<file path="src/rtl/fp_div_s.sv">
// Iterative IEEE-754 single-precision divider (DIV.S), RNE, flush-to-zero.
// start/input1/input2 in; result, busy, done and flags out (held until next op).
module fp_div_s (
  input  logic        clk,
  input  logic        rst,
  input  logic        start,
  input  logic [31:0] input1,
  input  logic [31:0] input2,
  output logic [31:0] result,
  output logic        busy,
  output logic        done,
  output logic        div_by_zero,
  output logic        invalid,
  output logic        overflow,
  output logic        underflow
);

  typedef enum logic [2:0] {
    S_IDLE,
    S_UNPACK,
    S_SPECIAL,
    S_DIVIDE,
    S_ROUND
  } state_t;

  localparam logic [31:0] QNAN = 32'h7FC00000;

  state_t             state;
  logic [31:0]        a_q;
  logic [31:0]        b_q;
  logic signed [9:0]  exp_q;
  logic [25:0]        rem_q;
  logic [24:0]        quo_q;
  logic [4:0]         cnt_q;

  logic        sgn;
  logic [7:0]  e1, e2;
  logic        z1, z2, i1, i2, n1, n2;
  logic [23:0] ma, mb;
  logic        lt;
  logic signed [9:0] exp_raw;

  assign sgn = a_q[31] ^ b_q[31];
  assign e1  = a_q[30:23];
  assign e2  = b_q[30:23];
  assign z1  = (e1 == 8'd0);
  assign z2  = (e2 == 8'd0);
  assign i1  = (e1 == 8'hFF) && (a_q[22:0] == 23'd0);
  assign i2  = (e2 == 8'hFF) && (b_q[22:0] == 23'd0);
  assign n1  = (e1 == 8'hFF) && (a_q[22:0] != 23'd0);
  assign n2  = (e2 == 8'hFF) && (b_q[22:0] != 23'd0);
  assign ma  = {1'b1, a_q[22:0]};
  assign mb  = {1'b1, b_q[22:0]};
  assign lt  = (ma < mb);
  assign exp_raw = $signed({2'b00, e1})
                 - $signed({2'b00, e2})
                 + 10'sd127;

  // Mutually exclusive special classes, built in priority order.
  logic c_inv, c_dz, c_inf, c_zero;
  assign c_inv  = n1 | n2 | (z1 & z2) | (i1 & i2);
  assign c_dz   = !c_inv & z2 & !i1;
  assign c_inf  = !c_inv & i1;
  assign c_zero = !c_inv & !i1 & !z2 & (i2 | z1);

  logic        sp_hit;
  logic [31:0] sp_res;
  logic        sp_inv;
  logic        sp_dz;

  always_comb begin
    sp_hit = 1'b1;
    sp_res = 32'd0;
    sp_inv = 1'b0;
    sp_dz  = 1'b0;
    unique case (1'b1)
      c_inv: begin
        sp_res = QNAN;
        sp_inv = 1'b1;
      end
      c_dz: begin
        sp_res = {sgn, 8'hFF, 23'd0};
        sp_dz  = 1'b1;
      end
      c_inf:  sp_res = {sgn, 8'hFF, 23'd0};
      c_zero: sp_res = {sgn, 31'd0};
      default: sp_hit = 1'b0;
    endcase
  end

  logic        ge;
  logic [25:0] nxt;
  assign ge  = (rem_q >= {2'b00, mb});
  assign nxt = ge ? (rem_q - {2'b00, mb}) : rem_q;

  // quo_q holds q[24:0]; q[25] is always 1 and shifts out.
  logic              rup;
  logic              carry;
  logic [22:0]       frac_r;
  logic signed [9:0] exp_r;
  logic              ovf, unf;

  assign rup    = quo_q[1] & (quo_q[0] | (|rem_q) | quo_q[2]);
  assign carry  = rup & (&quo_q[24:2]);
  assign frac_r = quo_q[24:2] + {22'd0, rup};
  assign exp_r  = exp_q + (carry ? 10'sd1 : 10'sd0);
  assign ovf    = (exp_r >= 10'sd255);
  assign unf    = (exp_r <= 10'sd0);

  always_ff @(posedge clk) begin
    if (rst) begin
      state       <= S_IDLE;
      result      <= 32'd0;
      busy        <= 1'b0;
      done        <= 1'b0;
      div_by_zero <= 1'b0;
      invalid     <= 1'b0;
      overflow    <= 1'b0;
      underflow   <= 1'b0;
      a_q         <= 32'd0;
      b_q         <= 32'd0;
      exp_q       <= 10'sd0;
      rem_q       <= 26'd0;
      quo_q       <= 25'd0;
      cnt_q       <= 5'd0;
    end else begin
      done <= 1'b0;
      unique case (state)
        S_IDLE: begin
          if (start) begin
            a_q         <= input1;
            b_q         <= input2;
            div_by_zero <= 1'b0;
            invalid     <= 1'b0;
            overflow    <= 1'b0;
            underflow   <= 1'b0;
            busy        <= 1'b1;
            state       <= S_UNPACK;
          end
        end
        S_UNPACK: begin
          if (sp_hit) begin
            state <= S_SPECIAL;
          end else begin
            rem_q <= lt ? {1'b0, ma, 1'b0}
                        : {2'b00, ma};
            exp_q <= lt ? exp_raw - 10'sd1
                        : exp_raw;
            quo_q <= 25'd0;
            cnt_q <= 5'd0;
            state <= S_DIVIDE;
          end
        end
        S_DIVIDE: begin
          rem_q <= {nxt[24:0], 1'b0};
          quo_q <= {quo_q[23:0], ge};
          cnt_q <= cnt_q + 5'd1;
          if (cnt_q == 5'd25) state <= S_ROUND;
        end
        S_ROUND: begin
          if (ovf) begin
            result   <= {sgn, 8'hFF, 23'd0};
            overflow <= 1'b1;
          end else if (unf) begin
            result    <= {sgn, 31'd0};
            underflow <= 1'b1;
          end else begin
            result <= {sgn, exp_r[7:0], frac_r};
          end
          done  <= 1'b1;
          busy  <= 1'b0;
          state <= S_IDLE;
        end
        S_SPECIAL: begin
          result      <= sp_res;
          invalid     <= sp_inv;
          div_by_zero <= sp_dz;
          done        <= 1'b1;
          busy        <= 1'b0;
          state       <= S_IDLE;
        end
        default: state <= S_IDLE;
      endcase
    end
  end

endmodule
</file>
<file path="config.mk">
export PLATFORM = sky130hd
export DESIGN_NAME = fp_div_s
export DESIGN_NICKNAME = d
export VERILOG_FILES = /design/src/rtl/fp_div_s.sv
export SDC_FILE = /design/constraint.sdc
export NUM_CORES = 1
export LEC_CHECK = 0
export BUFFER_PORTS_ARGS = -buffer_cell sky130_fd_sc_hd__buf_4
export CAP_MARGIN = 25
export CORE_MARGIN = 2
export CORE_UTILIZATION = 49
export CTS_CLUSTER_DIAMETER = 200
export DETAILED_ROUTE_END_ITERATION = 10
export GPL_TIMING_DRIVEN = 0
export PLACE_DENSITY = 0.68
export SLEW_MARGIN = 5
export SYNTH_ARGS = -nofsm -noshare
export SYNTH_HDL_FRONTEND = slang
export SYNTH_SLANG_ARGS = --single-unit
</file>
<file path="constraint.sdc">
create_clock -name clk -period 9.2 [get_ports clk]
set_input_delay 1.84 -clock clk [delete_from_list [all_inputs] [get_ports clk]]
set_output_delay 1.84 -clock clk [all_outputs]
set_load 0.01 [all_outputs]
</file>
==> key figures <==
CTS
  – Worst-skew pair later-pin latency: 0.45 ns
  – CTS clock-pin slew for the worst setup and hold paths: 0.08 ns
  – Max Buffers Root-to-Sink: 2
  – Clock sink count: 171
  – CTS tree: yes
  – Setup Fix Bufs, Post-CTS: 0
  – Resize count post-CTS: 0
  – Htree depth: 4
  – Hold-fix buffers, CTS: 0
  – CTS Buf Count: 17
  – Root buffer cell: clkbuf_16

Power and ir drop
  – VDD IR-drop max: 0.144 mV
  – Leakage power: 4.61 nW
  – Pwr/cell area: 199 mW/mm^2

Floorplan
  – Core box area: 0.0203 mm^2
  – Initial core utilization: 49.9%
  – Num rows: 52
  – Number of I/O pins: 105
  – Full die area: 0.0219 mm^2
  – Die Y: 148 um
  – Die width: 148 um

Logic synthesis
  – Largest family of logic cells by synthesized area: simple AND/OR/NAND/NOR gates
  – Post-synth cell types: 72
  – Syn avg cell area: 7.50 um^2
  – List of most frequent post-synthesis cells: nand2_1 (265), dfxtp_1 (171), a21oi_1 (143), nor2_1 (123), nand3_1 (64)
  – Cells after Synth: 1,352
  – Mapped Nets: 1,481
  – XOR/XNOR share of the synthesized area: 5.10%
  – Ys async rst share: 0%
  – Compound-Gate Fraction of Synth Area: 20.8%
  – Synth area leaders: dfxtp_1 (34%), nand2_1 (9.8%), ha_1 (7.4%)
  – Ys flop type: dfxtp_1
  – Multiplexer share of the synthesized area: 1.41%
  – Yosys reg bits: 171
  – Simple-gate share of the synthesized area: 26.4%
  – Sequential share of the synthesized area: 33.8%
  – Post-synthesis adder-cell area fraction: 7.80%
  – Synth top area share: 33.8%
  – Synthesized cell area: 0.0101 mm^2
  – Count leader, synth: nand2_1
  – Number of enable flip-flop cells after synthesis: 0
  – Largest area contributor in the netlist: dfxtp_1
  – Synth warn: 0

Setup path
  – Critical Path End Type: flop
  – Slowest cell on crit path: nor4_1
  – Reg2reg start: quo_q[11]$_SDFFE_PP0P_
  – Type of origin of the critical path: flop
  – CP Cell Sequence: nand3_1 -> nor3_1 -> nand3_1 -> nor4_1 -> ha_1 -> ha_1 -> nand2_1 -> nor2_1 -> mux2i_1 -> o21ai_0 -> a41oi_1 -> and3b_1 -> clkbuf_1 -> clkbuf_1 -> a22oi_1 -> nor2_1
  – Worst endpoint data arrival time: 4.62 ns
  – Worst r2r dst: result[21]$_SDFFE_PP0N_
  – Req. time, crit path: 9.58 ns
  – Crit-path max cell delay: 0.46 ns
  – R2R setup slack: 4.96 ns
  – CP Class: reg -> reg
  – R2R depth: 16
  – Max FO, Critical Path: 10

Place
  – IO Port Bufs: 103
  – Post-Place Cell Area: 0.0112 mm^2
  – GPL Wtd Cong: 0.978
  – DP HPWL: 23,900 um

Route
  – DR iter-0 viols: 837
  – DR vias: 10,281
  – Detailed-route wire length: 31,700 um
  – Final ANT Viol Nets: 0
  – Drt via density: 5.85
  – WL per Instance: 18.0 um
  – First-pass detailed-route iteration total: 5
  – Drt drc: 0

STA
  – Fin. max-slew vios: 0
  – Setup TNS: 0 ns
  – RSZ-0062 raised after global routing: no
  – Tmin final: 4.24 ns
  – Max Clock Freq: 236 MHz
  – Final-report setup violation count: 0
  – Worst Tran Pin Value: 0.958 ns
  – Worst rel slew slack: 34.5%
  – Final clock skew: 0.0150 ns
  – Final hold vios: 0
  – Final worst-path cycle share: 46.0%

Finish
  – Final nets: 1,603
  – Layout cells sized above 1: 11.0%
  – # fillers: 1,988
  – Final Cell Area: 0.0119 mm^2
  – Total area of sequential cells: 0.00342 mm^2
  – Area grow syn2layout: 17.2%
  – Multi-input logic area: 0.00624 mm^2
  – Antenna cells: 0

GRT
  – Pin count of the biggest net entering global routing: 19
  – Vias in the first global route: 9,533
  – Total track usage: 28.9%
  – Overflow left after global routing: 0
  – First-pass GRT wire length: 50,300 um
  – Initial antenna violation count: 0

Min path
  – Hold endpoint: b_q[18]$_SDFFE_PP0P_
  – Worst min path class: reg -> reg
  – Min-Delay Path Depth: 2
  – Hold_sp: b_q[18]$_SDFFE_PP0P_

Flow run
  – Max_cap viols: 0

Status
  – Status: complete, no violations
## cells in the final DEF (no fill, tap or decap), types with 33 or more instances in the layout
cell type  synthesis  final
nand2_1          265    265
dfxtp_1          171    171
a21oi_1          143    143
nor2_1           123    123
buf_4              0    103
nand3_1           64     64
ha_1              60     60
clkbuf_1          54     55
inv_1             49     49
o21ai_0           41     41
xnor2_1           35     35
nor3_1            33     33
## sequential cells by signal, summed over array words and instances, names as in the netlist
register,count
a_q,32
b_q,32
result,32
rem_q,26
quo_q,25
exp_q,10
cnt_q,5
state,3
busy,1
div_by_zero,1
done,1
invalid,1
overflow,1
underflow,1
## cell type report
cell class	instances	share of cell area (%)
multi-input combinational	1061	52.6
sequential	171	28.8
timing repair buffer	103	6.51
clock buffer	18	3.61
tap	270	2.84
buffer	71	2.41
clock inverter	14	1.69
inverter	49	1.55
## stage by stage
stage	total power, mW	utilization, %	instances	setup WS [ns]	hold WS [ns]
final	2.36	58.5	1757	4.96	0.472
after floorplan	1.38	-	1352	6.02	0.445
after CTS	2.35	58.5	1757	5.05	0.475
after detailed placement	1.58	55.4	1725	5.09	0.459
after global placement	1.57	55.4	1725	5.15	0.445
after global routing	2.48	58.5	1757	4.56	0.495
## kinds of logic after synthesis
kind of cell / after synthesis
flip-flops: 171
AND/OR/NAND/NOR: 594
AO/OA/AOI/OAI: 332
XOR/XNOR: 59
buffers and inverters: 120
adder cells (fa/ha/maj): 62
multiplexers: 14
## routing by layer
| layer | wire [um] | track usage (%) |
|---|---|---|
| met1 | 14400 | 40.1 |
| met2 | 14100 | 45.6 |
| met3 | 2520 | 6.48 |
| met4 | 702 | 7.62 |
| met5 | 0 | 0 |
## worst max-delay path, delay by kind of cell (launching register included)
kind                       cells  cell delay [ns]
adders and majority gates      2             0.51
and+or+nand+nor                8             1.73
muxes                          1             0.21
AOI/OAI and AO/OA              3             0.55
DFF                            1             0.44
buffers and inverters          2             0.72
## power breakdown
part,switching [mW],internal (mW)
Sequential,0.0507,0.781
Clock,0.358,0.418
Combinational,0.458,0.297
Total,0.867,1.50
## worst max-delay path by stage
stage	startpoint	end	slack, ns
2_1_floorplan	quo_q[11]$_SDFFE_PP0P_	result[0]$_SDFFE_PP0N_	6.02
3_3_place_gp	quo_q[11]$_SDFFE_PP0P_	result[21]$_SDFFE_PP0N_	5.15
3_5_place_dp	quo_q[11]$_SDFFE_PP0P_	result[3]$_SDFFE_PP0N_	5.09
4_1_cts	quo_q[11]$_SDFFE_PP0P_	result[3]$_SDFFE_PP0N_	5.05
5_1_grt	quo_q[11]$_SDFFE_PP0P_	result[7]$_SDFFE_PP0N_	4.56
6_report	quo_q[11]$_SDFFE_PP0P_	result[21]$_SDFFE_PP0N_	4.96
Power figures use the tool's default switching activity.
